## src/rtl/light_mode_controller.sv

```systemverilog
// light_mode_controller: manual/automatic light FSM with presence-driven auto-shutdown.
// Outputs are registered and follow the state on the same edge as the transition.
module light_mode_controller #(
    parameter int AUTO_SHUTDOWN_T = 30000,
    parameter int WARN_T          = 3000
) (
    input  logic clk,
    input  logic rst,
    input  logic a,
    input  logic b,
    input  logic infrared,
    output logic led,
    output logic auto_mode,
    output logic warn
);
    typedef enum logic [1:0] {MANUAL_OFF, MANUAL_ON, AUTO_OFF, AUTO_ON} state_t;
    localparam logic [15:0] LAST    = 16'(AUTO_SHUTDOWN_T - 1);
    localparam logic [15:0] WARN_AT = 16'(AUTO_SHUTDOWN_T - WARN_T);
    localparam logic        WARN_EN = WARN_T != 0;
    state_t      state, state_n;
    logic [15:0] timer, timer_n;
    logic        warn_n;
    always_comb begin
        state_n = state;
        timer_n = '0;
        case (state)
            MANUAL_OFF: state_n = a ? AUTO_OFF : b ? MANUAL_ON : MANUAL_OFF;
            MANUAL_ON:  state_n = a ? AUTO_OFF : b ? MANUAL_OFF : MANUAL_ON;
            AUTO_OFF:   state_n = a ? MANUAL_OFF : infrared ? AUTO_ON : AUTO_OFF;
            AUTO_ON: begin
                // idle count only advances on absence; reaching LAST ends the session
                state_n = a ? MANUAL_OFF : (!infrared && timer == LAST) ? AUTO_OFF : AUTO_ON;
                timer_n = (a || infrared || timer == LAST) ? 16'd0 : timer + 16'd1;
            end
            default:    state_n = MANUAL_OFF;
        endcase
        warn_n = WARN_EN && state_n == AUTO_ON && !infrared && timer_n >= WARN_AT;
    end
    always_ff @(posedge clk or posedge rst) begin
        if (rst) begin
            state     <= MANUAL_OFF;
            timer     <= '0;
            led       <= 1'b0;
            auto_mode <= 1'b0;
            warn      <= 1'b0;
        end else begin
            state     <= state_n;
            timer     <= timer_n;
            led       <= state_n == MANUAL_ON || state_n == AUTO_ON;
            auto_mode <= state_n == AUTO_OFF || state_n == AUTO_ON;
            warn      <= warn_n;
        end
    end
endmodule

```

## config.mk

```make
export PLATFORM = sky130hd
export DESIGN_NAME = light_mode_controller
export DESIGN_NICKNAME = d
export VERILOG_FILES = /design/src/rtl/light_mode_controller.sv
export SDC_FILE = /design/constraint.sdc
export NUM_CORES = 1
export LEC_CHECK = 0
export CELL_PAD_IN_SITES_DETAIL_PLACEMENT = 0
export CELL_PAD_IN_SITES_GLOBAL_PLACEMENT = 1
export CORE_MARGIN = 4
export CORE_UTILIZATION = 40
export CTS_CLUSTER_DIAMETER = 200
export DETAILED_ROUTE_END_ITERATION = 6
export PLACE_DENSITY_LB_ADDON = 0.12
export REMOVE_ABC_BUFFERS = 1
export SYNTH_ARGS = -nofsm -noshare
export SYNTH_HDL_FRONTEND = slang
export SYNTH_SLANG_ARGS = --single-unit
export TNS_END_PERCENT = 50
```

## constraint.sdc

```tcl
create_clock -name clk -period 1.9 [get_ports clk]
set_input_delay 0.19 -clock clk [delete_from_list [all_inputs] [get_ports clk]]
set_output_delay 0.19 -clock clk [all_outputs]
set_load 0.05 [all_outputs]
```

==> results.toml <==
[global_route]
grt_pass1_vias = 1048
antenna_found_initial = 0
grt_first_pass_wirelength_mm = 4.73
grt_max_degree = 21
overflow = 0
grt_util_all_layers_pct = 15.0

[hold_path]
min_path_type = "input port to async pin"

[synthesis]
ys_warn_count = 0
synth_edf_count = 0
synth_area_um2 = 1180
syn_inst = 126
ys_seq_elements = 20
synth_flop_cell = "dfrtp_1"
ys_types = 36
post-synth-top-area-cell = "dfrtp_1"
netlist.area_leader.share_pct = 42.3
syn_area_per_cell_um2 = 9.39
ys_seq_area_share_pct = 42.3
synth.area.top_cells = "dfrtp_1, nor2_1, xnor2_1, xor2_1, nand3_1"
ys_async_sr_fraction_pct = 100

[clocking]
clk_pin_slew_ns = 0.11
cts_tree = "built"
htreeDepth = 1
cts_max_path_buffers = 2
clk-insertion-delay-late_ns = 0.30
numCtsBuffers = 3
cts_sinks = 20
root_buffer = "clkbuf_4"

[pwr]
power_uw = 850
power_frac_seq_pct = 55.9
power.leakage_nw = 0.589
power_frac_comb_pct = 20.4
peakVddDrop_mv = 0.616
p_switching_uw = 260
p_per_area_nw_per_um2 = 574
p_int_uw = 589
swShare_pct = 30.6
pwr-share-clk_pct = 23.7

[floorplan]
die_area_um2 = 3890
fp.coreArea_um2 = 2780
die_w_um = 62.4
start_util_pct = 42.6
die_h_um = 62.4
io_pins = 8
placementRows = 19

[setup_path]
path_class = "flip-flop to flip-flop"
r2r_cells = 7
worstReg2RegEnd = "warn$_DFF_PP0_"
crit_slowest_cell = "or4_4"
crit_path_end_kind = "flip-flop"
endpoint = "warn$_DFF_PP0_"
critPathLaunch = "timer[1]$_DFF_PP0_"
start_kind = "flip-flop"
required_ns = 2.13
path_max_fanout = 2
r2r_start = "timer[1]$_DFF_PP0_"
path_cells = "ha_2 -> and3_4 -> nand3_4 -> xor2_1 -> o211a_1 -> or4_4 -> a211oi_2"
reg2reg_slack_ns = -0.10
slowest_delay_ns = 0.51
worstPathArrival_ns = 2.23

[timing]
hold_viol = 0
whs_ns = 0.203
max_freq_mhz = 499
timing.slew.headroom_pct = 67.4
worstMarginPinSlew_ns = 0.488
finalMaxSlewViolations = 0
rsz0062_at_grt = "yes"
fin_crit_ns = 2.00
skew_ns = 0.000816
layout_setup_ws_ns = -0.105
setup_violations = 1
period_share_pct = 106

[detailed_routing]
routed_wl_mm = 2.67
vias = 994
drt_iter0_markers = 26
drc_errors = 0
antenna_left = 0
viasPerCell = 5.29
dr.pass1.iters = 4
wl_per_cell_um = 14.2

[status]
status = "finished with violations"
violations = "setup timing"

[placement]
routabilityCongestion = 0.802
placedCellCount = 185
port_buffers = 7
dp.final_hpwl_mm = 2.10

[finish]
antennaDiodeCount = 0
area_growth_pct = 25.2
num-nets-final = 165
mostFrequentLayoutCells = "buf_4, nor2_1, dfrtp_1"
final_common_cell = "buf_4"
drive_gt1_share_pct = 26.1
final_util_pct = 53.3
finalNonFillerCells = 188

[run]
timing.max_cap.violations = 0
[power by group through the flow]
stage | logic [mW] | clock network (mW) | registers (mW)
after global placement | 0.175 | 0 | 0.483
after global routing | 0.187 | 0.235 | 0.480
after CTS | 0.176 | 0.207 | 0.476
after floorplan | 0.0494 | 0 | 0.541
after detailed placement | 0.176 | 0 | 0.485
final | 0.174 | 0.201 | 0.475
[metal layers]
metal	vias to the layer above	track usage (%)	part of all wire, %
li1	502	-	-
met4	0	5.57	1.4
met1	472	19.0	49
met5	-	0	0
met2	15	25.6	47
met3	5	2.34	2.5
[sequential cells by signal, indices dropped and copies added, names as in the netlist]
name       flops
led            1
auto_mode      1
warn           1
timer         16
state          1
[cell usage after synthesis, types with 2 or more instances]
cell and instances:
xor2_1 8, nand2_1 5, buf_2 3, nand3_1 11
inv_1 5, buf_6 4, nor2_1 21, o21ai_0 2
and3_1 2, a21oi_1 4, xnor2_1 8, nor3_1 3
dfrtp_1 20, nand4_1 7, nor2b_1 2
[worst min path at each step]
stage                     start                   to  slack (ns)  cells past startpoint
final                       rst  auto_mode$_DFF_PP0_        0.20                      3
after global routing        rst  auto_mode$_DFF_PP0_        0.20                      3
after CTS                   rst   timer[6]$_DFF_PP0_        0.21                      3
after detailed placement    rst  auto_mode$_DFF_PP0_        0.54                      3
after global placement      rst        led$_DFF_PP0_        0.53                      3
after floorplan             rst  auto_mode$_DFF_PP0_        0.15                      1
[layout make-up]
| cell class | instances | area (µm²) |
|---|---|---|
| Multi-Input combinational cell | 93 | 609 |
| Sequential cell | 20 | 500 |
| Timing Repair Buffer | 36 | 292 |
| Tap cell | 31 | 38.8 |
| Clock buffer | 3 | 22.5 |
| Fill cell | 286 | 1300 |
| Inverter | 5 | 18.8 |
[cells by family after synthesis]
| family | share of synthesized area, % |
|---|---|
| AO/OA/AOI/OAI | 9.73 |
| XOR/XNOR | 11.8 |
| adder cells (fa/ha/maj) | 1.06 |
| buffers and inverters | 7.29 |
| flip-flops | 42.3 |
| AND/OR/NAND/NOR | 27.8 |
[critical path: cells and delay by family, from the launching register on]
family	cells	cell delay [ns]
flip-flops	1	0.37
adder cells (fa/ha/maj)	1	0.20
AO/OA/AOI/OAI	2	0.41
XOR/XNOR	1	0.15
AND/OR/NAND/NOR	3	0.79
[through the flow]
stage	setup WS (ns)	instance area (µm²)	setup TNS, ns
after floorplan	-0.234	1120	-0.234
after global placement	-0.0697	1440	-0.0697
after detailed placement	-0.104	1440	-0.104
after CTS	-0.0901	1480	-0.0901
after global routing	-0.197	1480	-0.223
final	-0.105	1480	-0.105
[repair_timing]
action | in CTS | in global routing
hold buffers | 0 | 0
gates resized for setup | 6 | 1
cloned | 0 | 0
pin swaps | 0 | 0
buffers inserted | 0 | 0
hold endpoints to repair | 0 | 0
endpoints found under the setup margin | 1 | 2
(Power assumes the default switching activity.)
==> variant 1: new RTL, config.mk and constraints unchanged <==
Reset style: synchronous (`rst`), changed in one clocked block.
--- a/src/rtl/light_mode_controller.sv
+++ b/src/rtl/light_mode_controller.sv
@@ -36,7 +36,7 @@
         endcase
         warn_n = WARN_EN && state_n == AUTO_ON && !infrared && timer_n >= WARN_AT;
     end
-    always_ff @(posedge clk or posedge rst) begin
+    always_ff @(posedge clk) begin
         if (rst) begin
             state     <= MANUAL_OFF;
             timer     <= '0;
Function: differs if rst is asserted again (counterexample within 4 cycles, from zero or initial values and one cycle with rst high); with rst held inactive, the same outputs for 10 cycles.
==> variant 1 against the original RTL <==
  * Global-route usage rose by 0.48 points
  * Final area fell by 8.8%
  * Routed wire length fell by 5.1%
  * Utilization is 0.16 points lower
  * Synthesized area shrank 7.8%
  * Sequential cell count did not move
  * Sequential share of layout area shrank 4.2 points
  * Worst setup slack better by 0.15 ns
  * Clock skew is 0.0079 ns higher
Power is not compared: it rests on default switching activity, and its combinational part moved more than twofold at a synthesized area within 25%.
==> variant 1: results (changes against the original RTL) <==
[critical_path]
cp_slowest_cell=dfxtp_1  ; was or4_4
arrival_ns=2.07  ; was 2.23 ns
max_stage_delay_ns=0.35  ; was 0.51 ns
reg2reg_to=warn$_SDFF_PP0_  ; was warn$_DFF_PP0_
r2r_cells=6  ; was 7
cp_max_fo=3  ; was 2
path_delay_family=compound AO/OA/AOI/OAI gates  ; was simple AND/OR/NAND/NOR gates
startpoint=timer[1]$_SDFF_PP0_  ; was timer[1]$_DFF_PP0_

[logic_synthesis]
ys_types=39  ; was 36
yosys-top-cells-area=dfxtp_1 37%, xnor2_1 8.8%, nor2_1 6.5%  ; was dfrtp_1 42%, nor2_1 6.7%, xnor2_1 5.9%
synth_top_cells_by_count=20 x dfxtp_1, 19 x nor2_1, 11 x xnor2_1, 8 x nand2_1  ; was 21 x nor2_1, 20 x dfrtp_1, 11 x nand3_1, 8 x xnor2_1, 8 x xor2_1
synthAdderAreaFrac_pct=1.147  ; was 1.057%
async_flop_share_pct=0  ; was 100.0%
syn_avg_cell_area_um2=8.393  ; was 9.394 um^2
synth_ff_type=dfxtp_1  ; was dfrtp_1
synth_compound_area_share_pct=10.32  ; was 9.725%
ys_warn_count=0  ; unchanged
yosysSeqAreaShare_pct=36.70  ; was 42.28%
synthMuxAreaShare_pct=1.032  ; was 0%

[cells_and_area]
drive_gt1_share_pct=20.39  ; was 26.11%
n_fill_cell=238  ; was 286
multi_input_area_um2=618.1  ; was 609.3 um^2
finalNonFillerCells=182  ; was 188
layout.nets=159  ; was 165

[outcome]
status=finished, final reports clean  ; was finished with violations

[grt]
grt_pass1_vias=939  ; was 1048
use_met3_pct=4.536  ; was 2.338%
track_usage_pct=15.53  ; was 15.05%
grt_max_degree=13  ; was 21
grtUsageMet1_pct=21.04  ; was 19.03%
met2_usage_pct=23.30  ; was 25.65%
grt_pass1_wl_um=4202  ; was 4733 um

[placed_design]
pre_cts_slack_ns=0.02343  ; was -0.1039 ns
place_area_mm2=0.001292  ; was 0.001443 mm^2
dp_hpwl_um=1961  ; was 2099 um
place_congestion=0.7831  ; was 0.8022

[hold_path]
hold_depth=2
hold_path.class=primary input to register  ; was primary input to asynchronous set/reset pin

[timing]
finalSetupViolCount=0  ; was 1
fin_worst_skew_ns=0.008738  ; was 0.0008162 ns
hold_ws_ns=0.4163  ; was 0.2031 ns
worst_pin_slew_ns=0.4923  ; was 0.4879 ns
setup_slack_ns=0.04828  ; was -0.1045 ns

[clock_network]
cts.reportedPaths.clkPinSlew_ns=0.13  ; was 0.11 ns

[route]
routed_via_density=5.495  ; was 5.287
initialDrtViolationCount=34  ; was 26
wl_per_cell_um=13.90  ; was 14.18 um

variant 1: cell count changes in the layout (fill, tap and decap cells not counted), moves of 3 or more:
cell / change
buf_4: -7
nand3_1: -5
nor4_1: +6
nand2_1: +3
o21ai_0: +4
xor2_1: -4
xnor2_1: +3
dfrtp_1: -20
dfxtp_1: +20
variant 1: area by class of cell:
class	instances	area share, %
multi-input combinational	96	45.74
sequential	20	29.63
timing repair buffer	28	16.85
tap	30	2.778
clock inverter	1	2.222
clock buffer	3	1.667
inverter	4	1.111
variant 1: layer usage:
metal	up-vias	share of wire (%)
li1	511	-
met4	0	1.7
met5	-	0
met1	459	49
met3	6	4.6
met2	24	45
variant 1: report_power, final:
group | internal (W) | total [W] | switching [W]
sequential | 0.000425 | 0.000430 | 0.00000525
clock | 0.000213 | 0.000355 | 0.000142
combinational | 0.0000196 | 0.0000417 | 0.0000220
total | 0.000658 | 0.000827 | 0.000169
variant 1: repair_timing:
item,CTS,global route
hold endpoints to repair,0,0
gates resized for setup,0,2
endpoints found under the setup margin,0,1
==> variant 2: new RTL, config.mk and constraints unchanged <==
Made on the original files. Set the parameter `WARN_T` to 2250 (it was 3000).
--- a/src/rtl/light_mode_controller.sv
+++ b/src/rtl/light_mode_controller.sv
@@ -2,7 +2,7 @@
 // Outputs are registered and follow the state on the same edge as the transition.
 module light_mode_controller #(
     parameter int AUTO_SHUTDOWN_T = 30000,
-    parameter int WARN_T          = 3000
+    parameter int WARN_T          = 2250
 ) (
     input  logic clk,
     input  logic rst,
Function: no difference found for any inputs over 10 cycles, from zero or initial values and one cycle with rst high; that may be too few to reach the edited logic, so the function may still have changed.
==> variant 2 against the original RTL <==
  * Die area is 2.4% higher
  * Power hardly changed
  * Synthesized area is 2.7% higher
  * Final area is 3.2% higher
  * Sequential cell count stayed put
  * Hold slack better by 0.0033 ns
  * Worst setup slack better by 0.11 ns
  * Routed wire length is 1.2% higher
  * Critical path type unchanged
==> variant 2: results (changes against the original RTL) <==
[critical_path]
cp_max_fo=9  ; was 2
max_stage_delay_ns=0.49  ; was 0.51 ns
cp_slowest_cell=or3b_2  ; was or4_4

[power]
cellLeakagePower_nw=0.5890  ; was 0.5888 nW
ir_drop_mv=0.2390  ; was 0.6163 mV
p_seq_share_pct=55.7  ; was 55.9%
internal_power_w=0.0005910  ; was 0.0005893 W

[outcome]
status=finished, final reports clean  ; was finished with violations

[route]
wirelength_met1_um=1332  ; was 1303 um
initialDrtViolationCount=50  ; was 26
wl_met2_um=1236  ; was 1255 um
wl_met3_um=87  ; was 67 um
routed_via_density=5.467  ; was 5.287

[cells_and_area]
drive_gt1_share_pct=25.00  ; was 26.11%
inverters=2  ; was 5
signal_buffers=32  ; was 36
multi_input_area_um2=701.9  ; was 609.3 um^2
layout.nets=172  ; was 165
n_fill_cell=280  ; was 286
buf_share_pct=16.86  ; was 19.68%
multi_input_gates=107  ; was 93
seq_share_pct=32.73  ; was 33.78%

[placed_design]
pre_cts_slack_ns=-0.06256  ; was -0.1039 ns
place_congestion=0.8098  ; was 0.8022
dp_hpwl_um=1984  ; was 2099 um

[timing]
fin_worst_skew_ns=0.004703  ; was 0.0008162 ns
slew_headroom_pct=66.65  ; was 67.37%

[logic_synthesis]
yosysSeqAreaShare_pct=41.15  ; was 42.28%
ys_types=37  ; was 36
synth_top_cells_by_count=25 x nor2_1, 20 x dfrtp_1, 10 x nand2_1, 9 x xnor2_1, 8 x nand3_1  ; was 21 x nor2_1, 20 x dfrtp_1, 11 x nand3_1, 8 x xnor2_1, 8 x xor2_1
yosys-top-cells-area=dfrtp_1 41%, nor2_1 7.7%, xnor2_1 6.5%  ; was dfrtp_1 42%, nor2_1 6.7%, xnor2_1 5.9%

[grt]
grt_pass1_vias=1011  ; was 1048
antenna_found_initial=0  ; unchanged
grt_pass1_wl_um=4581  ; was 4733 um

==> variant 2: what timing repair did <==
action                     CTS  global route
setup buffers                0             2
setup endpoints to repair    1             1
pin swaps                    2             5
resized for setup            2             9
==> variant 2: metrics by stage <==
stage	cell area [um^2]	total power (W)	hold WS (ns)	util (%)	std cells
5_1_grt	1529	0.0009024	0.2459	54.05	195
4_1_cts	1478	0.0008634	0.2102	52.23	193
2_1_floorplan	1162	0.0005925	0.1538	-	129
3_5_place_dp	1444	0.0006612	0.5352	51.04	190
6_report	1529	0.0008505	0.2064	54.05	195
3_3_place_gp	1444	0.0006593	0.5253	51.04	190
==> variant 2: final timing paths <==
path | start | end | slack (ns) | cells after the start
max | timer[9]$_DFF_PP0_ | warn$_DFF_PP0_ | 0.009 | 7
min | rst | timer[9]$_DFF_PP0_ | 0.21 | 3
max reg2reg | timer[9]$_DFF_PP0_ | warn$_DFF_PP0_ | 0.009 | 7
min reg2reg | timer[0]$_DFF_PP0_ | timer[0]$_DFF_PP0_ | 0.55 | 2
max in group asynchronous | rst | timer[5]$_DFF_PP0_ | 1.48 | 3
min in group clk | a | led$_DFF_PP0_ | 0.53 | 2
==> variant 2: per-layer routing <==
layer / GRT usage (%) / vias up
met5: 0 / -
met4: 5.785 / 0
met3: 2.842 / 5
met2: 21.74 / 15
met1: 20.29 / 502
li1: - / 544
==> variant 2: kinds of logic (layout without fill, tap and decap cells) <==
logic type,Yosys count,after routing,share of synthesized area (%)
AOI/OAI and AO/OA,20,20,11.21
DFF,20,20,41.15
xor gates and xnor gates,16,16,11.52
and+or+nand+nor,70,70,30.04
adders and majority gates,1,1,1.029
buffers and inverters,12,37,5.041
